**config.mk**
```make
export PLATFORM = sky130hd
export DESIGN_NAME = matrix_arb_lock
export DESIGN_NICKNAME = d
export VERILOG_FILES = /design/src/rtl/matrix_arb_lock.sv
export SDC_FILE = /design/constraint.sdc
export NUM_CORES = 1
export LEC_CHECK = 0
export BUFFER_PORTS_ARGS = -buffer_cell sky130_fd_sc_hd__buf_4
export CORE_MARGIN = 2
export CORE_UTILIZATION = 62
export DETAILED_ROUTE_END_ITERATION = 16
export GPL_TIMING_DRIVEN = 0
export PLACE_DENSITY_LB_ADDON = 0.25
export REMOVE_ABC_BUFFERS = 1
export SLEW_MARGIN = 20
export SYNTH_ARGS = -nofsm -noshare
export SYNTH_HDL_FRONTEND = slang
export SYNTH_SLANG_ARGS = --single-unit
```
**constraint.sdc**
```tcl
create_clock -name clk_i -period 3.7 [get_ports clk_i]
set_input_delay 0.37 -clock clk_i [delete_from_list [all_inputs] [get_ports clk_i]]
set_output_delay 0.37 -clock clk_i [all_outputs]
set_load 0.03 [all_outputs]
```
**src/rtl/matrix_arb_lock.sv**
```systemverilog
// matrix_arb_lock: least-recently-granted matrix arbiter with packet-level grant locking.
// The matrix rotates only when a grant completes (tail accepted, or every flit when unlocked).
module matrix_arb_lock #(
    parameter int IN_N     = 5,
    parameter int LOCK_EN  = 1,
    parameter int ARB_MODE = 0,
    localparam int W       = IN_N > 1 ? $clog2(IN_N) : 1
) (
    input  logic            clk_i,
    input  logic            rst_i,
    input  logic [IN_N-1:0] req_i,
    input  logic [IN_N-1:0] last_i,
    input  logic            ack_i,
    output logic [IN_N-1:0] grant_oh_o,
    output logic [W-1:0]    grant_o,
    output logic            grant_vld_o,
    output logic            lock_o
);
    typedef enum logic {IDLE, LOCKED} state_t;

    state_t          state_q, state_d;
    logic [W-1:0]    owner_q, owner_d;
    logic [IN_N-1:0] m_q [IN_N];
    logic [IN_N-1:0] lrg_oh, fix_oh, idle_oh, col;
    logic [W-1:0]    idle_idx;
    logic            upd;

    // i wins when no other requester holds priority over it (column i of the matrix)
    always_comb begin
        lrg_oh = '0;
        col    = '0;
        for (int i = 0; i < IN_N; i++) begin
            for (int j = 0; j < IN_N; j++) col[j] = m_q[j][i];
            lrg_oh[i] = req_i[i] & ~|(req_i & col & ~(IN_N'(1) << i));
        end
        fix_oh  = req_i & (~req_i + IN_N'(1));
        idle_oh = ARB_MODE == 1 ? fix_oh : lrg_oh;
        idle_idx = '0;
        for (int i = 0; i < IN_N; i++)
            if (idle_oh[i]) idle_idx = W'(i);
    end

    assign grant_oh_o  = state_q == LOCKED ? IN_N'(1) << owner_q : idle_oh;
    assign grant_o     = state_q == LOCKED ? owner_q : idle_idx;
    assign grant_vld_o = state_q == LOCKED ? req_i[owner_q] : |req_i;
    assign lock_o      = LOCK_EN != 0 && state_q == LOCKED;

    always_comb begin
        state_d = state_q;
        owner_d = owner_q;
        upd     = 1'b0;
        if (state_q == IDLE) begin
            if (ack_i && |req_i) begin
                if (LOCK_EN != 0 && !last_i[idle_idx]) begin
                    state_d = LOCKED;
                    owner_d = idle_idx;
                end else begin
                    upd = 1'b1;
                end
            end
        end else if (ack_i && req_i[owner_q] && last_i[owner_q]) begin
            state_d = IDLE;
            upd     = 1'b1;
        end
    end

    always_ff @(posedge clk_i) begin
        if (rst_i) begin
            state_q <= IDLE;
            owner_q <= '0;
        end else begin
            state_q <= state_d;
            owner_q <= owner_d;
        end
    end

    // completed grant k drops to lowest priority: row k cleared, column k set
    always_ff @(posedge clk_i) begin
        if (rst_i) begin
            for (int i = 0; i < IN_N; i++)
                for (int j = 0; j < IN_N; j++)
                    m_q[i][j] <= j > i;
        end else if (upd && ARB_MODE == 0) begin
            for (int i = 0; i < IN_N; i++)
                if (i == int'(grant_o)) m_q[i] <= '0;
                else m_q[i][grant_o] <= 1'b1;
        end
    end
endmodule

```
==> results of run 1 <==
## routing by layer
metal  global-route usage  vias to the layer above  share of wire  wire length, um
li1                     -                      721              -                -
met1                0.378                      733           0.41             1720
met2                0.432                       90           0.48             2000
met3               0.0249                       11          0.092              383
met4               0.0864                        0          0.017               72
met5                    0                        -              0                0
## registers in the layout (all words and copies together) (netlist names)
| signal | flops |
|---|---|
| m_q | 20 |
| lock_o | 1 |
| owner_q | 3 |
## worst min-delay path by stage
stage | start | end | slack [ns] | depth (start not counted)
finish | last_i[4] | owner_q[2] | 0.34 | 3
global route | last_i[4] | owner_q[2] | 0.35 | 3
CTS | last_i[4] | owner_q[2] | 0.33 | 3
detailed placement | owner_q[2] | owner_q[2] | 0.66 | 2
global placement | owner_q[2] | owner_q[2] | 0.60 | 2
floorplan | rst_i | lock_o | 0.44 | 1
## metrics by stage
step	area (um2)	util	setup WS, ns
after floorplan	1670	-	1.13
after CTS	1910	0.705	0.674
after global routing	1910	0.705	0.517
after global placement	1870	0.692	1.05
final	1910	0.705	0.574
after detailed placement	1870	0.692	0.911
## kinds of logic after synthesis
kind of cell / Yosys count
xor+xnor: 1
buf+inv: 20
simple gates: 60
compound gates: 61
mux: 7
flops: 24
## where the power goes
group          internal (mW)  switching (mW)
registers              0.309          0.0143
clock network         0.0603          0.0838
logic                 0.0706           0.118
## critical path, cell delays in order (launching register included)
cell,delay [ns]
edfxtp_1,0.41
a222oi_1,0.54
and2_4,0.30
nor2_2,0.07
a21boi_1,0.78
inv_1,0.12
buf_4,0.21
## cells in the mapped netlist, types with 3 or more instances
| master | n | area [um2] |
|---|---|---|
| nand2_1 | 8 | 30.0 |
| o21ai_0 | 5 | 25.0 |
| clkbuf_1 | 7 | 26.3 |
| nor3_1 | 3 | 15.0 |
| dfxtp_1 | 4 | 80.1 |
| a222oi_1 | 5 | 50.1 |
| buf_2 | 5 | 25.0 |
| a22oi_1 | 3 | 22.5 |
| nand4_1 | 5 | 31.3 |
| edfxtp_1 | 20 | 601 |
| or3_1 | 4 | 25.0 |
| a21oi_1 | 4 | 20.0 |
| and4_1 | 4 | 35.0 |
| mux2i_1 | 5 | 50.1 |
| nand3_1 | 4 | 20.0 |
| a21o_1 | 8 | 60.1 |
| or4_1 | 6 | 45.0 |
| inv_1 | 4 | 15.0 |
| nor4_1 | 5 | 31.3 |
| nor2_1 | 6 | 22.5 |
| a31o_1 | 10 | 87.6 |
| nand2b_1 | 6 | 37.5 |
## layout make-up
cell class	count	area, um2
Timing Repair Buffer	22	165
Inverter	6	25.0
Tap cell	31	38.8
Multi-Input combinational cell	129	965
Sequential cell	24	681
Clock buffer	4	36.3
Fill cell	218	800
## placed cells by master (no fill, tap or decap), types with 3 or more instances in the layout
cell	instances
buf_4	22
edfxtp_1	20
a31o_1	10
nand2_1	8
a21o_1	8
nor2_1	6
nand2b_1	6
or4_1	6
a222oi_1	5
o21ai_0	5
nand4_1	5
mux2i_1	5
nor4_1	5
inv_1	4
nand3_1	4
or3_1	4
a21oi_1	4
and4_1	4
dfxtp_1	4
a22oi_1	3
nor3_1	3
clkbuf_4	3
==> reports/metrics.cfg, run 1 <==
[clock_tree]
clkLatencyLatePin_ns=0.33
cts_root_buf=clkbuf_4
cts_max_level=1
holdBufCountCts=0
cts_tree=done
cts_buffer_depth=2
cts-resized-gates=0
cts.clk_slew.worst_paths_ns=0.14
cts_buffers=3
cts.sinks=24
post_cts_buffers=0

[power]
peakVddDrop_uv=306
power_density_mw_per_mm2=343
p_leak_nw=0.726
power_mw=0.656

[synthesis]
synthMuxAreaShare=0.0416
synth-seq-cells=24
syn_area_per_cell_um2=10.1
synth_cells=173
yosysWarnings=0
async_flop_share=0
synthFlopType=edfxtp_1
synth_cell_types=53
synth_fa_ha_area_frac=0
synth_xor_area_frac=0.00502
ys_seq_area_frac=0.390
synth_compound_area_frac=0.303
synth_edf_count=20
synth_top_family_by_area=compound AO/OA/AOI/OAI gates
synth_area_mm2=0.00174
synthSimpleGateAreaFrac=0.203

[floorplan]
die_x_um=57.0
rows=19
start_util=0.644
design.die.area_mm2=0.00325
pin_count=23
fp.coreArea_mm2=0.00271
die_h_um=57.0

[critical_path]
end_kind=primary output
critical_path_arrival_ns=2.76
r2r_setup_slack_ns=0.94
critPathLaunchType=register
required_ns=3.33
crit_fanout=14
worstReg2RegStart=m_q[0][4]
r2r_cells=6
crit_type=register to primary output
cp-endpoint=grant_o[0]
crit_start=m_q[0][4]
regToRegEndpoint=m_q[0][3]

[sta]
relSlewSlack=0.345
slew_viol_final=0
period_minus_slack_ns=3.13
rsz0062_at_grt=false
final.setup_skew_ns=0.00519
fin_crit_sh=0.845
hold_ws_ns=0.335
setup_violations=0
final-hold-violation-count=0
worst_slew_pin_slew_ns=0.981
tns_ns=0
fmax_mhz=320

[run_status]
status=finished clean

[routing]
drt-initial-drc-count=171
wl_per_cell_um=19.3
detail-route-antenna-nets=0
vias=1555
via_per_inst=7.20
dr.pass1.iters=5
totalWireLength_um=4170
drc=0

[cells_and_area]
drive_above_1_share=0.205
fin_cells=216
synthToLayoutAreaGrowth_pct=9.54
n_antenna_cell=0
final_nets=199

[grt]
grt_max_degree=39
grt_util_all_layers=0.266
gr-total-overflow=0
grt_antenna_before_repair=0
grt_pass1_vias=1418
grt_pass1_wl_um=6810

[placement]
dp_hpwl_um=2940
dpl.cell_count=212
portBuffers=22
gp_congestion=0.897

[hold_path]
holdCritPathClass=input pin to register

[job]
cap_violations=0

Power figures use the tool's default switching activity.
==> run 2: changes to the inputs <==
Settings changed: CORE_UTILIZATION 62 to 52.
Clock period 3.7 ns to 2.57 ns, I/O delays scaled along.
==> reports/metrics.cfg, run 2 (synthesis results as in run 1) <==
[power]
peakVddDrop_uv=192  ; was 306 uV
p_comb_frac=0.303  ; was 0.287
power_density_mw_per_mm2=470  ; was 343 mW/mm2
swShare=0.330  ; was 0.329
power.internal_mw=0.612  ; was 0.440 mW
p_seq_frac=0.510  ; was 0.494
power_mw=0.914  ; was 0.656 mW
p_leak_nw=0.735  ; was 0.726 nW
p_switching_mw=0.302  ; was 0.216 mW
clock_power_share=0.187  ; was 0.220

[critical_path]
critical_path_arrival_ns=2.54  ; was 2.76 ns
crit_chain=a222oi_1 > and2_4 > nor2_2 > a22oi_4 > inv_4 > or4_1  ; was a222oi_1 > and2_4 > nor2_2 > a21boi_1 > inv_1 > buf_4
critPathLaunchType=register  ; unchanged
required_ns=2.63  ; was 3.33 ns
end_kind=register  ; was primary output
worstReg2RegStart=m_q[0][4]  ; unchanged
crit_fanout=9  ; was 14
crit_start=m_q[0][4]  ; unchanged
crit_family=simple AND/OR/NAND/NOR gates  ; was compound AO/OA/AOI/OAI gates
critPathBufInv=1  ; was 2
cpMaxStageDelayCell=a222oi_1  ; was a21boi_1
crit_type=register to register  ; was register to primary output
cpPeakStageDelay_ns=0.52  ; was 0.78 ns

[routing]
drc=0  ; unchanged
wl_per_cell_um=17.6  ; was 19.3 um
detail-route-antenna-nets=0  ; unchanged
vias=1483  ; was 1555
dr.pass1.iters=4  ; was 5
drt-initial-drc-count=138  ; was 171
totalWireLength_um=4070  ; was 4170 um
via_per_inst=6.42  ; was 7.20

[job]
cap_violations=0  ; unchanged

[placement]
portBuffers=22  ; unchanged
dp_hpwl_um=2900  ; was 2940 um
gp_congestion=0.954  ; was 0.897

[sta]
rsz0062_at_grt=false  ; unchanged
slew_viol_final=0  ; unchanged
setup_violations=0  ; unchanged
fin_crit_sh=0.963
worst_slew_pin_slew_ns=0.734  ; was 0.981 ns
tns_ns=0  ; unchanged
final.setup_skew_ns=0.00631  ; was 0.00519 ns
period_minus_slack_ns=2.48
final-hold-violation-count=0  ; unchanged
fmax_mhz=404
relSlewSlack=0.511  ; was 0.345

[grt]
gr-total-overflow=0  ; unchanged
grt_util_all_layers=0.217  ; was 0.266
grt_pass1_wl_um=6090  ; was 6810 um
grt_antenna_before_repair=0  ; unchanged
grt_pass1_vias=1323  ; was 1418
grt_max_degree=39  ; unchanged

[cells_and_area]
fin_util=0.592  ; was 0.705
final_cell_mix=buf_4, edfxtp_1, a31o_1, nand2_1, a21o_1  ; unchanged
final_nets=199  ; unchanged
synthToLayoutAreaGrowth_pct=11.5  ; was 9.54%
n_antenna_cell=0  ; unchanged
mostFrequentLayoutCell=buf_4  ; unchanged
largest-register=m_q  ; unchanged
largest_reg_flops=20  ; unchanged
drive_above_1_share=0.216  ; was 0.205

[clock_tree]
cts.sinks=24  ; unchanged
cts.clk_slew.worst_paths_ns=0.13  ; was 0.14 ns
post_cts_buffers=0  ; unchanged
cts_buffer_depth=2  ; unchanged
cts_buffers=3  ; unchanged
cts_tree=done  ; unchanged
clkLatencyLatePin_ns=0.31  ; was 0.33 ns
cts_root_buf=clkbuf_4  ; unchanged
cts_max_level=1  ; unchanged
holdBufCountCts=0  ; unchanged

[floorplan]
design.die.area_mm2=0.00383  ; was 0.00325 mm2
fp.coreArea_mm2=0.00328  ; was 0.00271 mm2
die_h_um=61.9  ; was 57.0 um
start_util=0.531  ; was 0.644
rows=21  ; was 19
die_x_um=61.9  ; was 57.0 um
pin_count=23  ; unchanged

[hold_path]
worstHoldStart=last_i[4]  ; unchanged
holdCritPathClass=input pin to register  ; unchanged

[run_status]
status=finished clean  ; unchanged

## run 2: cell types whose count changed in the layout (fill, tap and decap cells not counted)
| cell | previous run | this run |
|---|---|---|
| dfxtp_1 | 4 | 2 |
| dfxtp_2 | 0 | 2 |
| a2bb2oi_2 | 1 | 0 |
| clkbuf_8 | 1 | 0 |
| a21boi_1 | 2 | 1 |
| a21boi_4 | 0 | 1 |
| clkbuf_1 | 0 | 1 |
| a2bb2oi_4 | 0 | 1 |
## run 2: final cells by class
class / instances / area [um2]
Fill cell: 289 / 1340
Clock buffer: 4 / 26.3
Tap cell: 46 / 57.6
Timing Repair Buffer: 22 / 165
Sequential cell: 24 / 683
Inverter: 6 / 25.0
Multi-Input combinational cell: 129 / 987
## run 2: worst register-to-register path, stage by stage (launching register included)
cell      delay, ns
edfxtp_1       0.39
a222oi_1       0.52
and2_4         0.29
nor2_2         0.08
a22oi_4        0.32
inv_4          0.10
or4_1          0.52
## run 2: per-stage QoR
step	hold WS, ns	cells	instance area (um2)	setup slack (ns)
global placement	0.545	227	1890	-0.00802
floorplan	0.326	159	1670	0.00489
CTS	0.225	231	1930	0.123
global route	0.214	231	1940	0.0144
detailed placement	0.566	227	1890	-0.0871
finish	0.236	231	1940	0.0940
## run 2: routing by layer
metal	GRT usage	wire [um]	up-vias
li1	-	-	718
met1	0.292	1830	716
met2	0.349	1960	41
met3	0.0455	210	8
met4	0.0760	68	0
met5	0	0	-
## run 2: final timing paths
path	end	slack (ns)	cells past startpoint
worst max-delay path	m_q[0][9]	0.09	6
worst min-delay path	owner_q[2]	0.24	3
worst max register to register	m_q[0][9]	0.09	6
worst min register to register	owner_q[2]	0.65	2
## run 2: power groups by stage
stage / clock (mW) / sequential (mW) / combinational, mW
finish: 0.171 / 0.466 / 0.277
global route: 0.190 / 0.469 / 0.299
CTS: 0.176 / 0.466 / 0.269
detailed placement: 0 / 0.475 / 0.266
global placement: 0 / 0.474 / 0.258
floorplan: 0 / 0.471 / 0.179
## run 2: what timing repair did
item,CTS,global route
cloned,0,0
setup endpoints to repair,6,5
resized for setup,3,2
==> run 3: changes to the inputs <==
Settings changed: CORE_UTILIZATION 52 to 50, SKIP_LAST_GASP set to 1.
==> reports/metrics.cfg, run 3 (synthesis results as in run 1) <==
[floorplan]
start_util=0.523  ; was 0.531
fp.coreArea_mm2=0.00334  ; was 0.00328 mm2
rows=21  ; unchanged
design.die.area_mm2=0.00398  ; was 0.00383 mm2
pin_count=23  ; unchanged
die_x_um=63.1  ; was 61.9 um
die_h_um=63.1  ; was 61.9 um

[sta]
fmax_mhz=392  ; was 404 MHz
period_minus_slack_ns=2.55  ; was 2.48 ns
worst_slew_pin_slew_ns=0.749  ; was 0.734 ns
final.setup_skew_ns=0.00273  ; was 0.00631 ns
setup_violations=0  ; unchanged
slew_viol_final=0  ; unchanged
relSlewSlack=0.500  ; was 0.511
fin_crit_sh=0.993  ; was 0.963
rsz0062_at_grt=true  ; was false
final-hold-violation-count=0  ; unchanged

[clock_tree]
cts_tree=done  ; unchanged
clkLatencyLatePin_ns=0.32  ; was 0.31 ns
cts_max_level=1  ; unchanged
holdBufCountCts=0  ; unchanged
cts_buffer_depth=2  ; unchanged
cts.sinks=24  ; unchanged
cts_buffers=3  ; unchanged
cts.clk_slew.worst_paths_ns=0.13  ; about the same
cts_root_buf=clkbuf_4  ; unchanged

[routing]
drc=0  ; unchanged
drt-initial-drc-count=158  ; was 138
via_per_inst=6.55  ; was 6.42
dr.pass1.iters=5  ; was 4
detail-route-antenna-nets=0  ; unchanged
vias=1553  ; was 1483
totalWireLength_um=4570  ; was 4070 um
wl_per_cell_um=19.3  ; was 17.6 um

[grt]
grt_antenna_before_repair=0  ; unchanged
grt_max_degree=39  ; unchanged
grt_util_all_layers=0.229  ; was 0.217
grt_pass1_vias=1469  ; was 1323
grt_pass1_wl_um=7210  ; was 6090 um
gr-total-overflow=0  ; unchanged

[critical_path]
crit_type=register to register  ; unchanged
r2r_setup_slack_ns=0.02  ; was 0.09 ns
end_kind=register  ; unchanged
critPathLaunchType=register  ; unchanged
crit_fanout=14  ; was 9
required_ns=2.68  ; was 2.63 ns
critical_path_arrival_ns=2.66  ; was 2.54 ns

[cells_and_area]
final_nets=205  ; was 199
n_antenna_cell=0  ; unchanged
fin_util=0.609  ; was 0.592
nFillCells=290  ; was 289
mostFrequentLayoutCell=buf_4  ; unchanged
final_cell_mix=buf_4, edfxtp_1, a31o_1, nand2_1, a21o_1  ; unchanged
largest_reg_flops=20  ; unchanged
largest-register=m_q  ; unchanged
drive_above_1_share=0.257  ; was 0.216
fin_cells=237  ; was 231
synthToLayoutAreaGrowth_pct=16.4  ; was 11.5%

[run_status]
status=finished clean  ; unchanged

[placement]
gp_congestion=0.950  ; was 0.954
dpl.cell_count=227  ; unchanged
dp_hpwl_um=2940  ; was 2900 um
portBuffers=22  ; unchanged

[job]
cap_violations=0  ; unchanged

[power]
peakVddDrop_uv=275  ; was 192 uV
p_leak_nw=0.776  ; was 0.735 nW
power_density_mw_per_mm2=484  ; was 470 mW/mm2

[hold_path]
holdCritPathClass=input pin to register  ; unchanged

## run 3: where the power goes
| part | internal, mW | switching [mW] | total (mW) |
|---|---|---|---|
| Combinational | 0.123 | 0.185 | 0.308 |
| Clock | 0.0868 | 0.120 | 0.206 |
| Sequential | 0.446 | 0.0223 | 0.468 |
| Total | 0.656 | 0.327 | 0.983 |
## run 3: cell type report
type | instances | area [um2] | share of cell area
inverters | 6 | 25.0 | 0.0123
flip-flops and latches | 24 | 682 | 0.336
clock buffers | 4 | 36.3 | 0.0179
well taps | 46 | 57.6 | 0.0283
repair buffers | 27 | 215 | 0.106
multi-input cells | 130 | 1010 | 0.500
## run 3: through the flow
stage | power [mW] | setup TNS [ns] | instance area [um2] | setup slack [ns] | hold slack, ns
floorplan | 0.651 | 0 | 1670 | 0.00489 | 0.326
global placement | 0.731 | -0.0346 | 1890 | -0.0175 | 0.544
detailed placement | 0.742 | -0.269 | 1890 | -0.106 | 0.553
global route | 1.03 | -0.404 | 2030 | -0.154 | 0.193
CTS | 0.945 | -0.0484 | 1930 | -0.0484 | 0.199
finish | 0.983 | 0 | 2030 | 0.0173 | 0.207
## run 3: what timing repair did
item | 4_1_cts | 5_1_grt
setup buffers | 0 | 5
gates cloned | 0 | 1
endpoints found under the setup margin | 6 | 38
gates resized for setup | 2 | 5
pin swaps | 0 | 5
## run 3: worst paths after layout
check,end,cells after the start,start
max,m_q[0][17],8,m_q[0][13]
min,owner_q[2],3,last_i[4]
max reg2reg,m_q[0][17],8,m_q[0][13]
min reg2reg,lock_o,2,lock_o
## run 3: routing by layer
| layer | track usage | wire length (um) |
|---|---|---|
| met3 | 0.0339 | 401 |
| met1 | 0.313 | 1920 |
| met5 | 0 | 0 |
| met2 | 0.376 | 2180 |
| met4 | 0.0694 | 74 |
## run 3: worst max-delay path, cell delays in order (launching register included)
cell and delay, ns:
edfxtp_1 0.41, a222oi_1 0.44, buf_4 0.20, nand2_2 0.12
a311oi_4 0.35, o21ai_4 0.14, buf_4 0.18, o2bb2ai_4 0.20
a41o_1 0.28
